$ cat config.mk
export PLATFORM = sky130hd
export DESIGN_NAME = serial_magnitude_comparator
export DESIGN_NICKNAME = d
export VERILOG_FILES = /design/src/rtl/serial_magnitude_comparator_pkg.sv /design/src/rtl/serial_magnitude_comparator_slice.sv /design/src/rtl/serial_magnitude_comparator.sv
export SDC_FILE = /design/constraint.sdc
export NUM_CORES = 1
export LEC_CHECK = 0
export ABC_CLOCK_PERIOD_IN_PS = 1900
export CAP_MARGIN = 20
export CORE_MARGIN = 4
export CORE_UTILIZATION = 53
export CTS_BUF_LIST = sky130_fd_sc_hd__clkbuf_4 sky130_fd_sc_hd__clkbuf_8
export DETAILED_ROUTE_END_ITERATION = 6
export PLACE_DENSITY_LB_ADDON = 0.08
export SKIP_LAST_GASP = 1
export SLEW_MARGIN = 20
export SYNTH_ARGS = -nofsm -noshare
export SYNTH_HDL_FRONTEND = slang
export SYNTH_SLANG_ARGS = --single-unit
$ cat constraint.sdc
create_clock -name clk -period 1.9 [get_ports clk]
set_input_delay 0.38 -clock clk [delete_from_list [all_inputs] [get_ports clk]]
set_output_delay 0.38 -clock clk [all_outputs]
set_load 0.03 [all_outputs]
$ cat src/rtl/serial_magnitude_comparator_pkg.sv
// serial_magnitude_comparator_pkg: state encoding and sizing helper shared by the serial comparator files.
package serial_magnitude_comparator_pkg;

   typedef enum logic [1:0] {
      IDLE  = 2'd0,
      SHIFT = 2'd1,
      DONE  = 2'd2
   } state_e;

   function automatic int cnt_width(input int width);
      return (width > 1) ? $clog2(width) : 1;
   endfunction

endpackage

$ cat src/rtl/serial_magnitude_comparator_slice.sv
// bit_compare_slice: one stage of an MSB-first equal/greater cascade.
module bit_compare_slice (
   input  logic a1,
   input  logic b1,
   input  logic e0,
   input  logic g0,
   output logic e1,
   output logic g1
);

   always_comb begin
      e1 = e0 & ~(a1 ^ b1);
      g1 = g0 | (e0 & a1 & ~b1);
   end

endmodule

$ cat src/rtl/serial_magnitude_comparator.sv
// serial_magnitude_comparator: unsigned compare of a and b, one bit per clock MSB-first through a single slice.
module serial_magnitude_comparator
   import serial_magnitude_comparator_pkg::*;
#(
   parameter int WIDTH = 8
) (
   input  logic             clk,
   input  logic             rst_n,
   input  logic             start,
   input  logic [WIDTH-1:0] a,
   input  logic [WIDTH-1:0] b,
   output logic             busy,
   output logic             done,
   output logic             eq,
   output logic             gt,
   output logic             lt
);

   localparam int CW = cnt_width(WIDTH);

   state_e           state_q, state_d;
   logic [WIDTH-1:0] sa_q, sa_d, sb_q, sb_d;
   logic [CW-1:0]    cnt_q, cnt_d;
   logic             e_q, e_d, g_q, g_d;
   logic             busy_q, busy_d, done_q, done_d;
   logic             eq_q, eq_d, gt_q, gt_d, lt_q, lt_d;
   logic             e1, g1, accept, shift, last;

   bit_compare_slice u_slice (
      .a1(sa_q[WIDTH-1]),
      .b1(sb_q[WIDTH-1]),
      .e0(e_q),
      .g0(g_q),
      .e1(e1),
      .g1(g1)
   );

   // The illegal encoding 2'd3 falls through to IDLE.
   always_comb begin
      accept  = start && (state_q == IDLE || state_q == DONE);
      shift   = state_q == SHIFT;
      last    = shift && cnt_q == '0;
      state_d = accept ? SHIFT : shift ? (last ? DONE : SHIFT) : IDLE;
      sa_d    = accept ? a : shift ? sa_q << 1 : sa_q;
      sb_d    = accept ? b : shift ? sb_q << 1 : sb_q;
      e_d     = accept ? 1'b1 : shift ? e1 : e_q;
      g_d     = accept ? 1'b0 : shift ? g1 : g_q;
      cnt_d   = accept ? CW'(WIDTH - 1) : (shift && !last) ? cnt_q - CW'(1) : cnt_q;
      busy_d  = state_d == SHIFT;
      done_d  = last;
      eq_d    = last ? e1 : eq_q;
      gt_d    = last ? g1 : gt_q;
      lt_d    = last ? (~e1 & ~g1) : lt_q;
   end

   always_ff @(posedge clk or negedge rst_n) begin
      if (!rst_n) begin
         state_q <= IDLE;
         sa_q    <= '0;
         sb_q    <= '0;
         cnt_q   <= '0;
         e_q     <= 1'b1;
         g_q     <= 1'b0;
         busy_q  <= 1'b0;
         done_q  <= 1'b0;
         eq_q    <= 1'b0;
         gt_q    <= 1'b0;
         lt_q    <= 1'b0;
      end else begin
         state_q <= state_d;
         sa_q    <= sa_d;
         sb_q    <= sb_d;
         cnt_q   <= cnt_d;
         e_q     <= e_d;
         g_q     <= g_d;
         busy_q  <= busy_d;
         done_q  <= done_d;
         eq_q    <= eq_d;
         gt_q    <= gt_d;
         lt_q    <= lt_d;
      end
   end

   assign busy = busy_q;
   assign done = done_q;
   assign eq   = eq_q;
   assign gt   = gt_q;
   assign lt   = lt_q;

endmodule

==> results_dict.tcl <==
set metrics [dict create \
    final_util_pct 69.69 \
    reg2reg_to "cnt_q[1]$_DFFE_PN0P_" \
    synth_edf_count 0 \
    multi_input_area_sq_um 480.5 \
    cp-start-kind "register" \
    numCtsBuffers 3 \
    reg2regPathDepth 3 \
    grt_pass1_wl_microns 4112 \
    synth-compound-area-share_pct 15.51 \
    synthArstFlopShare_pct 100.0 \
    ios 24 \
    final_cell_mix "27 x dfrtp_1, 23 x clkdlybuf4s50_1, 17 x nand2_1" \
    crit_cells 1 \
    finalInstanceArea_sq_um 1556 \
    worstPathArrival_ns 1.40 \
    routed-wl-met3_microns 141 \
    clkSlewWorstSetupHoldPaths_ns 0.14 \
    grt_max_degree 29 \
    muxShareOfSynthArea_pct 1.193 \
    drt_iter0_drc 21 \
    clockRootBuffer "clkbuf_4" \
    netlist_area_sq_um 1259 \
    setup_viol 0 \
    gp_congestion 0.7639 \
    portBuffers 23 \
    yosys_warnings 0 \
    holdCritPathClass "in2async" \
    syn_nets 140 \
    initial_core_util_pct 56.36 \
    worstPathCellList "clkdlybuf4s50_1" \
    fin_crit_ns 1.784 \
    antenna_left 0 \
    powerDensity_nw_per_um2 1533 \
    fin_setup_tns_ns 0 \
    dr.max_layer_used "met4" \
    grt_overflow 0 \
    wl_per_cell_microns 13.84 \
    required_ns 1.52 \
    dp_hpwl_microns 1731 \
    yosys.area_share.simple_pct 18.79 \
    dieArea_sq_um 3219 \
    synth_seq_area_share_pct 55.77 \
    hold_viol 0 \
    p_total_mw 2.387 \
    dpl-instance-area_sq_um 1520 \
    end_kind "output port" \
    viasPerCell 5.462 \
    drv_cap 0 \
    p_leak_nw 0.7191 \
    h-tree-depth 1 \
    fin_ws_ns 0.1160 \
    clock_skew_ns 0.003658 \
    synth_adder_area_share_pct 1.988 \
    vdd_drop_max_v 0.0009896 \
    routed_wl_microns 2367 \
    synthFlopType "dfrtp_1" \
    dieWidth_microns 56.74 \
    n_antenna_cell 0 \
    cts_tree "built" \
    dp_slack_ns 0.1799 \
    fp-row-count 17 \
    synth_top_family_by_area "simple AND/OR/NAND/NOR gates" \
    dr.pass1.iters 4 \
    drt-met1-wl_microns 1031 \
    antenna_found_initial 0 \
    cp.buffers_inverters 1 \
    r2r-start "state_q[1]$_DFF_PN0_" \
    final_common_cell "dfrtp_1" \
    regArea_sq_um 701.9 \
    worstMarginPinSlew_ns 0.4367 \
    path_max_fanout 2 \
    cts.sinks 28 \
    critPathTopFamily "buffers and inverters" \
    die-height_microns 56.74 \
    nNetsFinal 165 \
    cts_max_path_buffers 2 \
    run_status "finished, final reports clean" \
    dr_total_vias 934 \
    yosysUniqueCellTypes 29 \
    slew_headroom_pct 70.88 \
    drive_gt1_share_pct 10.49 \
    syn_to_final_growth_pct 23.66 \
    synth_seq_cells 28 \
    cts_setup_buffers 0 \
    critical_path.startpoint "gt$_DFFE_PN0P_" \
    syn_avg_cell_area_sq_um 10.58 \
    nFillCells 191 \
    fmax_mhz 560.5 \
    synth_xor_area_share_pct 0.6958 \
    rsz0062_at_grt "no" \
    cts_resized 0 \
    postCtsHoldBufs 0 \
    grtUsageTotal_pct 16.26 \
    drc_errors 0 \
    min_period_over_period_pct 93.89 \
    slowest_stage "clkdlybuf4s50_1" \
    crit_type "reg2out" \
    route.met2.wl_microns 1164 \
    grt_pass1_vias 950 \
    netlist_instances 119 \
    rrSetupSlack_ns 0.45 \
    drv_slew 0 \
    critPathMaxStageDelay_ns 0.70 \
    core-area_sq_um 2233 \
    worstSkewPairLatency_ns 0.32 \
]
[area by class of cell]
class	instances	share of cell area, %
clock buffers	4	2.331
inverters	4	0.9646
multi-input cells	78	30.87
flip-flops and latches	28	45.10
well taps	28	2.251
repair buffers	29	18.49
[routing by layer]
layer	up-vias	GRT usage, %
met4	0	4.636
met3	4	4.138
li1	466	-
met1	442	19.39
met5	-	0
met2	22	28.71
[power by group]
| part | total [mW] | internal (mW) | switching (mW) |
|---|---|---|---|
| combinational | 1.08 | 0.494 | 0.582 |
| clock | 0.283 | 0.117 | 0.166 |
| sequential | 1.03 | 0.863 | 0.164 |
[sequential cells by signal, indices dropped and copies added, names as in the netlist, 2 cells and up]
signal	flops
sb_q	8
cnt_q	3
state_q	2
sa_q	8
[worst max path at each step]
stage                          endpoint
floorplan                lt$_DFFE_PN0P_
global placement    sb_q[7]$_DFFE_PN0P_
detailed placement  sb_q[7]$_DFFE_PN0P_
CTS                                  gt
global route                         gt
finish                               gt
[stage by stage]
step,instances,hold slack (ns)
final,171,0.4178
after global routing,171,0.4482
after CTS,171,0.4264
after detailed placement,167,0.4787
after global placement,167,0.4693
after floorplan,119,0.08441
[synth_stat cells, types with 2 or more instances]
cell | instances | area share (%)
dfrtp_1 | 27 | 54
nand2_1 | 17 | 5.1
nand3_1 | 15 | 6.0
a22oi_1 | 13 | 7.8
buf_2 | 4 | 1.6
inv_1 | 4 | 1.2
nor2_1 | 4 | 1.2
o21ai_0 | 4 | 1.6
a21oi_1 | 3 | 1.2
nand2b_1 | 3 | 1.5
a22o_1 | 2 | 1.4
and4bb_2 | 2 | 2.0
buf_4 | 2 | 1.2
buf_6 | 2 | 1.8
ha_1 | 2 | 2.0
nor2b_1 | 2 | 0.99
[cells by family after synthesis]
group	count (synthesis)
AOI/OAI and AO/OA	27
DFF	28
buffers and inverters	13
xor gates and xnor gates	1
and+or+nand+nor	47
muxes	1
adders and majority gates	2
(Power assumes the default switching activity.)
